`config.mk`:
```
export PLATFORM = sky130hd
export DESIGN_NAME = pipelined_adder
export DESIGN_NICKNAME = d
export VERILOG_FILES = /design/src/rtl/pipelined_adder.sv
export SDC_FILE = /design/constraint.sdc
export NUM_CORES = 1
export LEC_CHECK = 0
export CORE_ASPECT_RATIO = 0.75
export CORE_MARGIN = 5
export CORE_UTILIZATION = 53
export DETAILED_ROUTE_END_ITERATION = 8
export GPL_ROUTABILITY_DRIVEN = 0
export GPL_TIMING_DRIVEN = 0
export HOLD_SLACK_MARGIN = 0.03
export PLACE_DENSITY = 0.95
export SETUP_SLACK_MARGIN = 0.2
export SLEW_MARGIN = 20
export SYNTH_ARGS = -nofsm -noshare
export SYNTH_HDL_FRONTEND = slang
export SYNTH_SLANG_ARGS = --single-unit
```
`constraint.sdc`:
```
create_clock -name clk -period 5.3 [get_ports clk]
set_clock_uncertainty 0.1 [all_clocks]
set_input_delay 0.53 -clock clk [delete_from_list [all_inputs] [get_ports clk]]
set_output_delay 0.53 -clock clk [all_outputs]
set_load 0.02 [all_outputs]
```
`src/rtl/pipelined_adder.sv`:
```
`default_nettype none
// ============================================================================
//  Module      : pipelined_adder
//  Description : WIDTH-bit adder/subtractor with the carry chain cut into
//                STAGES registered segments, valid/ready stream handshake on
//                both sides, full backpressure and signed-overflow flag.
//  Revision    : 1.0 - initial release
// ============================================================================
module pipelined_adder #(
    parameter int WIDTH  = 8,
    parameter int STAGES = 2
) (
    input  logic             clk,
    input  logic             rst,
    input  logic             in_valid,
    output logic             in_ready,
    input  logic [WIDTH-1:0] a,
    input  logic [WIDTH-1:0] b,
    input  logic             sub,
    output logic             out_valid,
    input  logic             out_ready,
    output logic [WIDTH-1:0] sum,
    output logic             carry,
    output logic             overflow
);

    // Segment width; guarded so a bad STAGES still reaches the check below.
    localparam int c_seg  = (STAGES >= 1) ? (WIDTH / STAGES) : 1;
    localparam int c_last = (STAGES >= 1) ? (STAGES - 1) : 0;

    if ((WIDTH < 1) || (STAGES < 1) || (STAGES > WIDTH) || ((WIDTH % STAGES) != 0)) begin : g_bad_params
        $error("pipelined_adder: need WIDTH>=1, 1<=STAGES<=WIDTH and WIDTH divisible by STAGES");
    end

    // Per-stage pipeline registers. Each stage carries the full operand
    // words (upper segments still to be added) and the full partial sum
    // (lower segments already finished), so all fields stay aligned.
    logic             r_v   [STAGES];
    logic [WIDTH-1:0] r_a   [STAGES];
    logic [WIDTH-1:0] r_b   [STAGES];
    logic [WIDTH-1:0] r_sum [STAGES];
    logic             r_c   [STAGES];

    // Inputs seen by each stage's segment adder, and what it produces.
    logic             w_src_v   [STAGES];
    logic [WIDTH-1:0] w_src_a   [STAGES];
    logic [WIDTH-1:0] w_src_b   [STAGES];
    logic [WIDTH-1:0] w_src_sum [STAGES];
    logic             w_src_c   [STAGES];
    logic [c_seg:0]   w_seg     [STAGES];
    logic [WIDTH-1:0] w_nxt_sum [STAGES];

    logic [WIDTH-1:0] w_beff;
    logic             w_advance;
    logic             w_unused;

    // Subtraction is a + ~b + 1; the +1 enters as carry-in of segment 0.
    assign w_beff    = sub ? ~b : b;

    // The whole pipeline moves together; it only freezes when a finished
    // result is waiting on a stalled consumer.
    assign w_advance = !out_valid || out_ready;
    assign in_ready  = w_advance;

    // Route stage inputs: stage 0 from the ports, later stages from the
    // previous stage's registers.
    always_comb begin
        w_src_v[0]   = in_valid;
        w_src_a[0]   = a;
        w_src_b[0]   = w_beff;
        w_src_sum[0] = '0;
        w_src_c[0]   = sub;
        for (int k = 1; k < STAGES; k++) begin
            w_src_v[k]   = r_v[k-1];
            w_src_a[k]   = r_a[k-1];
            w_src_b[k]   = r_b[k-1];
            w_src_sum[k] = r_sum[k-1];
            w_src_c[k]   = r_c[k-1];
        end
    end

    // Segment adders: stage k resolves bits [k*c_seg +: c_seg] only.
    always_comb begin
        for (int k = 0; k < STAGES; k++) begin
            w_seg[k] = {1'b0, w_src_a[k][k*c_seg +: c_seg]}
                     + {1'b0, w_src_b[k][k*c_seg +: c_seg]}
                     + {{c_seg{1'b0}}, w_src_c[k]};
            w_nxt_sum[k] = w_src_sum[k];
            w_nxt_sum[k][k*c_seg +: c_seg] = w_seg[k][c_seg-1:0];
        end
    end

    // Pipeline registers: cleared on reset, shift together on advance.
    always_ff @(posedge clk) begin
        if (rst) begin
            for (int k = 0; k < STAGES; k++) begin
                r_v[k]   <= 1'b0;
                r_a[k]   <= '0;
                r_b[k]   <= '0;
                r_sum[k] <= '0;
                r_c[k]   <= 1'b0;
            end
        end else if (w_advance) begin
            for (int k = 0; k < STAGES; k++) begin
                r_v[k]   <= w_src_v[k];
                r_a[k]   <= w_src_a[k];
                r_b[k]   <= w_src_b[k];
                r_sum[k] <= w_nxt_sum[k];
                r_c[k]   <= w_seg[k][c_seg];
            end
        end
    end

    // Outputs come straight from the last stage; overflow uses the operand
    // sign bits that travelled with the same transaction.
    assign out_valid = r_v[c_last];
    assign sum       = r_sum[c_last];
    assign carry     = r_c[c_last];
    assign overflow  = (r_a[c_last][WIDTH-1] == r_b[c_last][WIDTH-1]) &&
                       (r_sum[c_last][WIDTH-1] != r_a[c_last][WIDTH-1]);

    // Segments already consumed by earlier stages are intentionally dropped.
    always_comb begin
        w_unused = 1'b0;
        for (int k = 0; k < STAGES; k++) begin
            w_unused = w_unused ^ (^r_a[k]) ^ (^r_b[k]) ^ (^r_sum[k]) ^ r_c[k] ^ r_v[k];
        end
    end

endmodule
`default_nettype wire

```
# Word-level counts from Yosys, hierarchy flattened
# Memory sizes are Yosys's and may differ from the RTL's.
# Index checks and enable logic that the tools add are counted.
[word_totals] reg_bits=0 ram_bits=52 input_bits=21 output_inout_bits=12 wordCells=41 n_memories=5
[op_classes] n_addsub=4 n_eq_ne=2 n_mux=16 bitwise=11 reduce_logical=3
[memory_table] name="r_a" words=2 word_bits=8 read_ports=2 rd_clocked_by_memory_dff=0 wr=2 line_no="39" text="logic [WIDTH-1:0] r_a [STAGES];"
[memory_table] name="r_b" words=2 word_bits=8 read_ports=2 rd_clocked_by_memory_dff=0 wr=2 line_no="40" text="logic [WIDTH-1:0] r_b [STAGES];"
[memory_table] name="r_sum" words=2 word_bits=8 read_ports=2 rd_clocked_by_memory_dff=0 wr=2 line_no="41" text="logic [WIDTH-1:0] r_sum [STAGES];"
[memory_table] name="r_c" words=2 word_bits=1 read_ports=2 rd_clocked_by_memory_dff=0 wr=2 line_no="42" text="logic r_c [STAGES];"
[memory_table] name="r_v" words=2 word_bits=1 read_ports=2 rd_clocked_by_memory_dff=0 wr=2 line_no="38" text="logic r_v [STAGES];"
[op_table] operator="2-to-1 mux 8 bit" count=7
[op_table] operator="adder 4 x 4 -> 5 bit" count=2
[op_table] operator="adder 5 x 1 -> 5 bit" count=2
[op_table] operator="bitwise OR 1 bit" count=10
[op_table] operator="2-to-1 mux 1 bit" count=9
[op_table] operator="NOT 8 bit" count=1
[op_table] operator="== test 1 bit" count=1
[op_table] operator="logical AND 1 bit" count=1
[op_table] operator="zero test 1 bit" count=1
[op_table] operator="logical OR 1 bit" count=1
[op_table] operator="inequality test 1 bit" count=1

# Longest topological paths before layout
# An unclocked memory read counts as a cell.
[depth] word_depth=7 mapped_depth=6 ltp_nobuf=6

# Least setup slack after synthesis
# OpenSTA, ideal clock, no wires.
[synth_timing] path_kind="input-to-reg" start="in out_ready" end="mem r_a[1][7] (netlist: r_a[0][15]) (enable)" setup_time_ns=0.387 arrival_time_ns=1.563 t_required_ns=4.813 path_slack_ns=3.250 path_stages=3 n_path_buf=1 cell_sequence="nand2b_1 -> clkbuf_1 -> nand2b_1"
[synth_rtl] element="start: declaration" line_no="21" text="input logic out_ready,"
[synth_rtl] element="end: declaration" line_no="39"

# Worst setup path in the final report
[layout_timing] start="in out_ready" end="out in_ready"
[layout_between] elab_chain_cells=1
[layout_rtl] element="logical OR 1 bit" line_no="62" text="assign w_advance = !out_valid || out_ready;"
[layout_rtl] element="end: declaration" line_no="16" text="output logic in_ready,"
# Every way passes these cells.

==> flow_summary.json <==
{
  "status": "completed",
  "cts_setup_buffers": 0,
  "synthTopCellsByArea": "edfxtp_1 (56%), and3_1 (6.3%), ha_1 (5.4%), fa_1 (4.3%), buf_4 (4.3%)",
  "worstSetupStartpointType": "input port",
  "cts_made_buffers": 3,
  "p_leak_nw": 0.778,
  "route.final.wire_length_um": 2590,
  "fin_area_um2": 1780,
  "wl_per_cell_um": 14.4,
  "drcViolationCount": 0,
  "final_hold_viol_count": 0,
  "pin_count": 33,
  "endpoint_kind": "output pin",
  "grt_use_met3_pct": 2.75,
  "cts-root-buf": "clkbuf_4",
  "p_per_area_nw_per_um2": 264,
  "post_cts_resized": 0,
  "place_area_um2": 1750,
  "grt-busiest-layer": "met2",
  "grt_max_degree": 27,
  "die_y_um": 54.4,
  "switchingPower_w": 0.000120,
  "hold_slack_ns": 0.482,
  "slew_headroom_pct": 58.8,
  "worst_slack_ns": 2.69,
  "netSwitchingFraction_pct": 25.6,
  "antennaDiodeCount": 0,
  "drive_gt1_share_pct": 11.8,
  "min_path_type": "reg2reg",
  "placementRows": 16,
  "seqPwrFrac_pct": 55.6,
  "maxCapViolations": 0,
  "max_slew.worst_pin.slew_ns": 0.618,
  "grt_pass1_vias": 936,
  "die_area_um2": 3770,
  "htreeDepth": 1,
  "grt.total_usage_pct": 14.4,
  "use_met1_pct": 14.3,
  "required_ns": 4.67,
  "dp_slack_ns": 2.42,
  "synth_largest_area_cell": "edfxtp_1",
  "syn_area_um2": 1390,
  "ir_drop_uv": 97.2,
  "grt.overflow.total": 0,
  "grtUsageMet2_pct": 29.6,
  "tns_ns": 0,
  "postCtsHoldBufs": 0,
  "clk_pin_slew_ns": 0.13,
  "crit_fanout": 10,
  "yosysWarnings": 0,
  "via_count": 907,
  "drt-initial-drc-count": 18,
  "crit_arrival_ns": 1.98,
  "antenna_left": 0,
  "fin_nets": 175,
  "critPathKind": "in2out",
  "fmax_ghz": 0.383,
  "antenna_found_initial": 0,
  "yosysSeqAreaShare_pct": 56.0,
  "power_frac_comb_pct": 26.7,
  "reg2reg_slack_ns": 3.34,
  "cts_tree": "built",
  "clock_latency_ns": 0.31,
  "synth_area_per_cell_um2": 12.8,
  "power_w": 0.000469,
  "rsz0062_at_grt": "no",
  "internal_power_w": 0.000349,
  "port_buffers": 31,
  "finalMaxSlewViolations": 0,
  "synthCells": 109,
  "period_minus_slack_ns": 2.61,
  "ys_ff_latch": 26,
  "setup_viol": 0,
  "cts_buffer_depth": 2,
  "pwr-share-clk_pct": 17.7,
  "clock-sinks": 26,
  "core_area_um2": 2560,
  "netlist.area_leader.share_pct": 56.0,
  "synthesis.nets": 139,
  "dr.pass1.iters": 4,
  "initial_core_util_pct": 54.4,
  "ys_types": 24,
  "grt_pass1_wl_um": 4140,
  "fp.dieW_um": 69.2,
  "via_per_inst": 5.04,
  "area_growth_pct": 27.6,
  "timing.final.crit_share_pct": 49.3
}
[sequential cells by signal (all words and copies together), names as in the netlist]
signal and cells:
r_v 2, r_c 2, r_a 5, r_b 5, r_sum 12
[worst max-delay path, cell delays in order]
cell	delay [ns]
clkdlybuf4s50_1	0.45
nand2b_1	0.14
buf_2	0.22
clkdlybuf4s50_1	0.63
[per-layer routing]
metal / up-vias / wire length, um
met1: 425 / 1050
met5: - / 0
li1: 443 / -
met4: 0 / 25
met2: 37 / 1360
met3: 2 / 157
[Yosys cell counts, drive strengths merged]
library cell  number
nand2              3
fa                 3
xor2               3
edfxtp            26
a21oi              3
and3              14
nor3               1
nor2b              2
ha                 6
mux2i              2
buf               11
mux2               1
a21o               3
nand3              2
a31oi              1
nor2               9
o21ai              2
clkbuf             2
nand3b             2
inv                5
xnor2              6
nand2b             2
[power by group through the flow]
stage / Clock, W / Sequential [W] / Combinational (W)
final: 0.0000832 / 0.000261 / 0.000125
after global routing: 0.0000896 / 0.000262 / 0.000136
after CTS: 0.0000813 / 0.000261 / 0.000126
after detailed placement: 0 / 0.000265 / 0.000125
after global placement: 0 / 0.000263 / 0.000119
after floorplan: 0 / 0.000264 / 0.0000760
[cell type report]
| cell class | instances | area [um^2] |
|---|---|---|
| well taps | 36 | 45.0 |
| multi-input cells | 65 | 508 |
| fillers | 216 | 785 |
| clock buffers | 3 | 22.5 |
| plain buffers | 13 | 88.8 |
| clock inverters | 1 | 3.75 |
| flip-flops and latches | 26 | 781 |
| repair buffers | 31 | 310 |
| inverters | 5 | 18.8 |
[cells by family (layout without fill, tap and decap cells)]
family / Yosys count / count (layout) / synth area share (%)
compound gates: 9 / 9 / 4.94
xor+xnor: 9 / 9 / 5.66
fa+ha+maj: 9 / 9 / 9.69
buf+inv: 18 / 53 / 7.72
flops: 26 / 26 / 56.0
mux: 3 / 3 / 2.51
simple gates: 35 / 35 / 13.5
[cells in the final DEF, fill, tap and decap left out, drive strengths merged, types with 5 or more instances in the layout]
cell / synthesis / final
clkbuf: 2 / 5
edfxtp: 26 / 26
ha: 6 / 6
and3: 14 / 14
clkdlybuf4s50: 0 / 31
buf: 11 / 11
nor2: 9 / 9
xnor2: 6 / 6
inv: 5 / 5
[through the flow]
| step | std cells | util [%] |
|---|---|---|
| after floorplan | 109 | - |
| after global placement | 176 | 68.3 |
| after detailed placement | 176 | 68.3 |
| after CTS | 180 | 69.3 |
| after global routing | 180 | 69.4 |
| final | 180 | 69.4 |
[path summary, 6_finish.rpt]
path | endpoint | start | depth (start not counted)
setup / recovery | in_ready | out_ready | 4
hold / removal | r_sum[0][9]$_SDFFCE_PN0P_ | r_sum[0][1]$_SDFFCE_PN0P_ | 1
setup reg to reg | r_sum[0][15]$_SDFFCE_PN0P_ | r_v[0][1]$_SDFFCE_PN0P_ | 3
hold reg to reg | r_sum[0][9]$_SDFFCE_PN0P_ | r_sum[0][1]$_SDFFCE_PN0P_ | 1
Note: power is estimated with default switching activity, not from simulation.
